## src/rtl/time_offset_calc.sv

```systemverilog
// rtl/time_offset_calc.sv - clock offset = t_master + path_delay - t_local, mixed radix in/out
module time_offset_calc #(
    parameter logic [47:0] P_OFFSET_LIMIT = 48'd125000000
) (
    input  logic        i_clk,
    input  logic        i_rst_n,
    input  logic [47:0] iv_master_time,
    input  logic [47:0] iv_local_rx_time,
    input  logic [31:0] iv_path_delay,
    input  logic        i_sample_valid,
    output logic [48:0] ov_time_offset,
    output logic        o_time_offset_wr,
    output logic        o_busy,
    output logic [15:0] ov_drop_cnt,
    output logic [15:0] ov_reject_cnt
);

    typedef enum logic [2:0] {IDLE, LIN, SUB, DIV, OUT} state_t;

    state_t      state;
    logic [47:0] master_q;
    logic [47:0] local_q;
    logic [31:0] delay_q;
    logic [47:0] lin_master;
    logic [47:0] lin_local;
    logic        sign_q;
    logic [48:0] div_q;
    logic [6:0]  rem_q;
    logic [5:0]  step;

    function automatic logic [47:0] lin(input logic [47:0] t);
        logic [47:0] x;
        x = {7'd0, t[47:7]};
        return (x << 7) - (x << 2) + x + {41'd0, t[6:0]};
    endfunction

    logic [49:0] diff;
    logic [48:0] mag;
    logic        over_limit;
    assign diff       = {2'b00, lin_master} + {18'd0, delay_q} - {2'b00, lin_local};
    assign mag        = diff[49] ? 49'(-diff) : diff[48:0];
    assign over_limit = mag > {1'b0, P_OFFSET_LIMIT};

    // div_q shifts the dividend out at the top while quotient bits enter at the bottom
    logic [7:0]  trial;
    logic        qbit;
    logic [6:0]  rem_next;
    logic [48:0] div_next;
    assign trial    = {rem_q, div_q[48]};
    assign qbit     = trial >= 8'd125;
    assign rem_next = qbit ? 7'(trial - 8'd125) : trial[6:0];
    assign div_next = {div_q[47:0], qbit};

    logic bad_cycle;
    assign bad_cycle = (master_q[6:0] > 7'd124) || (local_q[6:0] > 7'd124);

    assign o_busy = (state != IDLE);

    always_ff @(posedge i_clk or negedge i_rst_n) begin
        if (!i_rst_n) begin
            state            <= IDLE;
            master_q         <= '0;
            local_q          <= '0;
            delay_q          <= '0;
            lin_master       <= '0;
            lin_local        <= '0;
            sign_q           <= 1'b0;
            div_q            <= '0;
            rem_q            <= '0;
            step             <= '0;
            ov_time_offset   <= '0;
            o_time_offset_wr <= 1'b0;
            ov_drop_cnt      <= '0;
            ov_reject_cnt    <= '0;
        end else begin
            o_time_offset_wr <= 1'b0;
            if (i_sample_valid && state != IDLE && ov_drop_cnt != 16'hFFFF)
                ov_drop_cnt <= ov_drop_cnt + 16'd1;

            case (state)
                IDLE: begin
                    if (i_sample_valid) begin
                        master_q <= iv_master_time;
                        local_q  <= iv_local_rx_time;
                        delay_q  <= iv_path_delay;
                        state    <= LIN;
                    end
                end
                LIN: begin
                    lin_master <= lin(master_q);
                    lin_local  <= lin(local_q);
                    if (bad_cycle) begin
                        if (ov_reject_cnt != 16'hFFFF) ov_reject_cnt <= ov_reject_cnt + 16'd1;
                        state <= IDLE;
                    end else begin
                        state <= SUB;
                    end
                end
                SUB: begin
                    sign_q <= diff[49];
                    div_q  <= mag;
                    rem_q  <= '0;
                    step   <= '0;
                    if (over_limit) begin
                        if (ov_reject_cnt != 16'hFFFF) ov_reject_cnt <= ov_reject_cnt + 16'd1;
                        state <= IDLE;
                    end else begin
                        state <= DIV;
                    end
                end
                DIV: begin
                    div_q <= div_next;
                    rem_q <= rem_next;
                    step  <= step + 6'd1;
                    if (step == 6'd48) begin
                        ov_time_offset   <= {sign_q, div_next[40:0], rem_next};
                        o_time_offset_wr <= 1'b1;
                        state            <= OUT;
                    end
                end
                OUT: state <= IDLE;
                default: state <= IDLE;
            endcase
        end
    end

endmodule
```

## config.mk

```make
export PLATFORM = sky130hd
export DESIGN_NAME = time_offset_calc
export DESIGN_NICKNAME = d
export VERILOG_FILES = /design/src/rtl/time_offset_calc.sv
export SDC_FILE = /design/constraint.sdc
export NUM_CORES = 1
export LEC_CHECK = 0
export BUFFER_PORTS_ARGS = -buffer_cell sky130_fd_sc_hd__buf_2
export CAP_MARGIN = 20
export CORE_ASPECT_RATIO = 1.5
export CORE_UTILIZATION = 56
export DETAILED_ROUTE_END_ITERATION = 8
export PLACE_DENSITY = 0.82
export SLEW_MARGIN = 20
export SYNTH_ARGS = -nofsm -noshare
export SYNTH_HDL_FRONTEND = slang
export SYNTH_SLANG_ARGS = --single-unit
```

## constraint.sdc

```tcl
create_clock -name i_clk -period 5.7 [get_ports i_clk]
set_input_delay 0.285 -clock i_clk [delete_from_list [all_inputs] [get_ports i_clk]]
set_output_delay 0.285 -clock i_clk [all_outputs]
set_load 0.01 [all_outputs]
```

==> results.md, run 1 <==
* Synthesized net count at 3704
* Area added between synthesis and finish at 19.4%
* Worst Setup Path Type: register to register
* Number of global-route vias before repair at 24105
* Setup violation total in the final timing report at 0
* Met3 track demand over resource in global routing at 3.56%
* Critical Path Source Type: register
* Master cell of the clock root buffer: clkbuf_16
* DR pass1 iterations at 8
* Number of placed instances with taps included at 4133
* Placed Instance Area at 30300 sq um
* Fin. max-slew vios at 0
* Slew of the pin with the lowest slew margin at 0.961 ns
* Compound-cell area share of the yosys netlist at 19.4%
* Count of port buffers added during placement at 213
* Count of unresolved DRC violations after routing at 0
* Non-filler cells, final at 4349
* Async set or reset register ratio after synthesis at 100%
* Mean Syn Cell Area at 8.57 sq um
* Synthesized area at 28200 sq um
* Timing-limited maximum frequency at 180 MHz
* Max-cap viol count at 0
* Wire length of the first global-routing pass at 121 mm
* Global Route met1 Usage at 34.4%
* Number of flops mapped to enable cells by yosys at 0
* H-tree level count at 2
* Number of clock buffers inserted by TritonCTS at 38
* Overall fraction of global-route tracks in use at 29.4%
* Fraction of synthesized area in multiplexers at 2.69%
* Combinational family with the most area after synthesis: compound AO/OA/AOI/OAI gates
* TritonCTS clock tree: done
* Endpoint class of the critical path: register
* Library cell with the highest instance count after synthesis: inv_1
* Synthesized netlist cell count at 3290
* Core area at 49700 sq um
* Busiest grt layer: met2
* Sequential fraction of the synthesis area at 33.0%
* Fraction of synthesized cell area in xor and xnor cells at 6.14%
* Top_reg_cell synth: dfrtp_1
* Post-CTS clock slew at the launch and capture registers of the worst setup and hold paths at 0.07 ns
* I/O pins at 214
* Yosys warning count at 0
* Top-area cell type share of the netlist area at 33.0%
* Largest clock skew in the final design at 0.0269 ns
* Number of unique standard cell types used by synthesis at 101
* DR vias/cell at 5.63
* Worst slew slack as a fraction of its limit at 35.2%
* Post-synth top cells: inv_1, nand2_1, dfrtp_1
* Area share of and/or/nand/nor cells after synthesis at 15.5%
* Summed area of non-filler cells in the final layout at 33600 sq um
* Routed wire length at 74.9 mm
* Post-detailed-route wirelength per cell at 17.2 um
* Final count of hold timing violations at 0
* Setup TNS at 0 ns
* Final worst path period need at 5.55 ns
* Number of design-rule violations left by the first detailed-router iteration at 1446
* Met2 track demand over resource in global routing at 51.5%
* Share of the cycle needed by the critical path after routing at 97.3%
* Initial core utilization at 56.7%
* Hold path cells at 3
* Worst EP arrival at 5.98 ns
* Leading cell types by total area after synthesis: dfrtp_1, fa_1, ha_1, o21ai_0, inv_1
* Die Height at 277 um
* Grt total ovfl at 0
* Length in cells of the worst reg-to-reg path at 21
* #FFs+latches synth at 372
* Max Buffers Root-to-Sink at 3
* Share of synthesized cell area in full adder, half adder and majority cells at 15.5%
* Share of layout cells above drive strength 1 at 15.6%
* Result of the run: completed
* Count of nets after finishing at 4072
* Final HPWL from detailed placement at 55.3 mm
* Routability congestion estimate from global placement at 0.935
* Core Rows at 100
* Die area at 51200 sq um
* Class of the tightest hold or removal check: primary input to register
* Largest net degree at the start of global routing at 143
* Req. time, crit path at 6.13 ns
* Post-route antenna net violation count at 0
* Die width at 185 um
* Total clock sinks at 372
* Antenna violations before repair at 2
* Via count at 24501
* Worst-path fanout max at 7
* Clock network latency to the later pin of the worst-skew pair at 0.57 ns
* Tightest hold margin at 0.0164 ns
* Cell type contributing the most total cell area after synthesis: dfrtp_1
## layout by cell type, fill, tap and decap left out, types with 39 or more instances in the layout
master | synthesis | final
fa_1 | 111 | 111
buf_2 | 8 | 212
a21oi_1 | 177 | 174
xnor2_1 | 124 | 120
mux2_2 | 49 | 49
nand3_1 | 65 | 60
xor2_1 | 70 | 68
buf_4 | 3 | 100
dlygate4sd3_1 | 0 | 122
dfrtp_1 | 372 | 371
a21o_1 | 93 | 92
inv_1 | 446 | 443
o21ai_0 | 358 | 355
nor3_1 | 56 | 53
clkbuf_16 | 0 | 39
ha_1 | 172 | 166
nor2_1 | 154 | 151
nand2_1 | 416 | 415
## timing repair
| item | in CTS | in global routing |
|---|---|---|
| buffers inserted | 1 | 25 |
| resized for setup | 4 | 95 |
| pin swaps | 1 | 47 |
| endpoints found under the setup margin | 16 | 18 |
| endpoints found under the hold margin | 216 | 0 |
| hold buffers | 122 | 0 |
## final cells by class
type                    instances  area, sq um
diodes                          2         5.00
clock buffers                  53         1130
clock inverters                13          229
fillers                      3922        16000
inverters                     446         1670
multi-input cells            2352        17200
flip-flops and latches        372         9310
well taps                     663          830
repair buffers                448         3240
## logic make-up after synthesis
kind of cell    count (synthesis)
flops                         372
buf+inv                       566
compound gates                880
fa+ha+maj                     283
mux                            69
xor+xnor                      196
simple gates                  924
## metal layers
metal  up-vias  share of wire (%)
li1      11901                  -
met2       683                 50
met4         0                6.4
met5         -                  0
met1     11691                 39
met3       226                4.3
## flip-flops by register name, summed over array words and instances (netlist names)
| signal | flops |
|---|---|
| div_q | 49 |
| ov_time_offset | 49 |
| lin_local | 48 |
| lin_master | 48 |
| local_q | 48 |
| master_q | 48 |
| delay_q | 32 |
| ov_drop_cnt | 16 |
| ov_reject_cnt | 16 |
| rem_q | 7 |
| step | 6 |
| state | 3 |
| o_time_offset_wr | 1 |
| sign_q | 1 |
## worst max-delay path, cell delays in order, from the launching register on
cell	delay, ns
dfrtp_1	0.36
inv_1	0.06
fa_1	0.56
inv_2	0.05
ha_4	0.27
and4_4	0.21
or3b_4	0.38
or4_4	0.60
a31oi_4	0.21
nand3_2	0.14
a31o_4	0.27
a21oi_4	0.21
o2111ai_1	0.20
or4_4	0.47
a211oi_4	0.28
o221ai_2	0.15
a211oi_4	0.32
nor2_2	0.10
nand4_4	0.16
buf_6	0.14
nand4_1	0.11
xnor2_1	0.16
## per-stage QoR
| stage | util [%] | setup slack [ns] |
|---|---|---|
| after global placement | 61.1 | 0.0503 |
| after global routing | 67.7 | -0.0925 |
| after CTS | 66.4 | 0.00180 |
| after detailed placement | 61.1 | -0.118 |
| after floorplan | - | 0.163 |
| final | 67.7 | 0.152 |
## path summary, 6_finish.rpt
| kind | endpoint | slack [ns] | startpoint |
|---|---|---|---|
| setup / recovery | ov_reject_cnt[4] | 0.15 | lin_master[9] |
| hold / removal | delay_q[15] | 0.02 | iv_path_delay[15] |
| setup reg to reg | ov_reject_cnt[4] | 0.15 | lin_master[9] |
| hold reg to reg | lin_local[39] | 0.48 | lin_local[39] |
| max in group asynchronous | master_q[11] | 4.07 | i_rst_n |
| min in group asynchronous | local_q[5] | 0.32 | i_rst_n |
Power of run 1 is not shown: default switching activity piles up to over one toggle a cycle in this logic, so the estimate is an artifact.
==> run 2, diff against run 1 <==
Settings changed: CAP_MARGIN 20 to 30, CORE_UTILIZATION 56 to 50, PLACE_DENSITY 0.82 to 0.75.
==> results.md, run 2 (synthesized netlist as in run 1, its figures left out) <==
* Master cell of the clock root buffer: clkbuf_16
* Fin. max-slew vios at 0 (unchanged)
* Worst EP arrival at 6.04 ns (+0.06 ns)
* Overall fraction of global-route tracks in use at 25.8% (-3.6 points)
* Setup repair after global routing missed its margin: yes
* Routed wire length at 73.7 mm (-1.7%)
* Hold path cells at 3 (unchanged)
* Capture instance of the worst register-to-register path: ov_reject_cnt[15]
* Worst slack, placed at -0.0769 ns (+0.0406 ns)
* Number of design-rule violations left by the first detailed-router iteration at 1284 (-11%)
* Final HPWL from detailed placement at 56.3 mm (+1.9%)
* Worst Setup Path Type: register to register
* Via count at 23930 (-2.3%)
* Final worst path period need at 5.59 ns (+0.0436 ns)
* Non-filler cells, final at 4407 (+1.3%)
* Endpoint with the worst hold slack: delay_q[11]
* Number of antenna diodes at 0 (-2)
* H-tree level count at 2 (unchanged)
* Post-route antenna net violation count at 0 (unchanged)
* Initial core utilization at 50.6% (-6.1 points)
* Regs by FF count: div_q: 49 flops, ov_time_offset: 49 flops
* Wire length of the first global-routing pass at 119 mm (-1.4%)
* Final count of hold timing violations at 0 (unchanged)
* Share of the cycle needed by the critical path after routing at 98.1% (+0.76 points)
* Count of unresolved DRC violations after routing at 0 (unchanged)
* Number of global-route vias before repair at 23593 (-2.1%)
* Largest clock skew in the final design at 0.0387 ns (+0.0118 ns)
* Core area at 55700 sq um (+12%)
* Start point of the worst min-delay path: iv_path_delay[11]
* Total clock sinks at 372 (unchanged)
* Critical Path Source Type: register
* Number of clock buffers inserted by TritonCTS at 39 (+2.6%)
* Core Rows at 106 (+6.0%)
* Number of placed instances with taps included at 4195 (+1.5%)
* Reg2reg setup slack at 0.11 ns (-0.04 ns)
* Grt total ovfl at 0 (unchanged)
* DR pass1 iterations at 5 (-3)
* Setup violation total in the final timing report at 0 (unchanged)
* Length in cells of the worst reg-to-reg path at 22 (+4.8%)
* Worst-path fanout max at 7 (unchanged)
* Result of the run: completed
* Antenna violations before repair at 1 (-1)
* Post-CTS clock slew at the launch and capture registers of the worst setup and hold paths at 0.06 ns (about the same)
* Die width at 196 um (+5.8%)
* TritonCTS clock tree: done
* Area added between synthesis and finish at 20.0%
* Final setup margin at 0.108 ns (-0.0436 ns)
* Tightest hold margin at 0.0274 ns (+0.0110 ns)
* Count of nets after finishing at 4090 (+0.44%)
* Count of port buffers added during placement at 213 (unchanged)
* Share of layout cells above drive strength 1 at 15.8% (+0.18 points)
* Slew of the pin with the lowest slew margin at 0.974 ns (+0.0126 ns)
* Timing-limited maximum frequency at 179 MHz (-0.78%)
* Crit path launch: delay_q[10]
* Largest net degree at the start of global routing at 212 (+48%)
* Die Height at 293 um (+5.8%)
* Leading cell type in the layout, fill and taps excluded: inv_1
* Max-cap viol count at 0 (unchanged)
* Clock network latency to the later pin of the worst-skew pair at 0.59 ns (+0.02 ns)
* Class of the tightest hold or removal check: primary input to register
* I/O pins at 214 (unchanged)
* Commonest cells after routing, fill and taps aside: inv_1, nand2_1, dfrtp_1, o21ai_0, buf_2
* Worst slew slack as a fraction of its limit at 35.1% (-0.16 points)
* Endpoint class of the critical path: register
* DR vias/cell at 5.43 (-3.6%)
* Die area at 57300 sq um (+12%)
* Routability congestion estimate from global placement at 0.910 (-2.6%)
* Req. time, crit path at 6.15 ns (+0.02 ns)
* Max Buffers Root-to-Sink at 3 (unchanged)
* Post-detailed-route wirelength per cell at 16.7 um (-3.0%)
* Reg2Reg Launch Point: delay_q[10]
-- run 2: final cells by class --
cell class,instances,area (sq um)
multi-input combinational,2352,17100
sequential,372,9310
clock buffer,52,1140
tap,702,878
timing repair buffer,465,3410
fill,4898,21900
inverter,446,1670
clock inverter,18,277
-- run 2: timing repair --
action                                  4_1_cts  5_1_grt
gates resized for setup                       7       77
hold endpoints to repair                    210        0
pin swaps                                     0       28
setup buffers                                 0       14
endpoints found under the setup margin       11       18
hold buffers                                125        0
-- run 2: layer usage --
layer	GRT usage (%)	vias up	routed length, um
li1	-	11940	-
met1	30.7	11395	30400
met2	47.0	472	38100
met3	2.77	123	2240
met4	10.3	0	2960
met5	0	-	0
-- run 2: through the flow --
step	cell area (sq um)	setup TNS (ns)	util, %
2_1_floorplan	28200	0	-
3_3_place_gp	30600	0	54.9
3_5_place_dp	30600	-0.0960	54.9
4_1_cts	33300	0	59.7
5_1_grt	33800	-0.355	60.7
6_report	33800	0	60.7
-- run 2: worst max-delay path by stage --
stage / slack [ns] / to
floorplan: 0.16 / ov_reject_cnt[1]
global placement: 0.03 / ov_reject_cnt[1]
detailed placement: -0.08 / ov_reject_cnt[1]
CTS: 0.05 / ov_reject_cnt[1]
global route: -0.07 / ov_reject_cnt[15]
finish: 0.11 / ov_reject_cnt[15]
-- run 2: worst max-delay path: stages, from the launching register on --
cell,delay (ns)
dfrtp_1,0.37
inv_2,0.06
fa_1,0.54
inv_2,0.05
ha_4,0.25
and4_4,0.23
or3b_4,0.39
or4_4,0.48
buf_6,0.16
a31oi_4,0.14
nand3_2,0.10
a31o_4,0.27
a21oi_4,0.22
o2111ai_2,0.18
or4_4,0.53
a211oi_2,0.26
o221ai_1,0.17
a211oi_2,0.35
nor2_2,0.12
nand4_4,0.18
buf_4,0.20
nand2_1,0.08
xnor2_1,0.13
Power of run 2 is left out for the same reason.
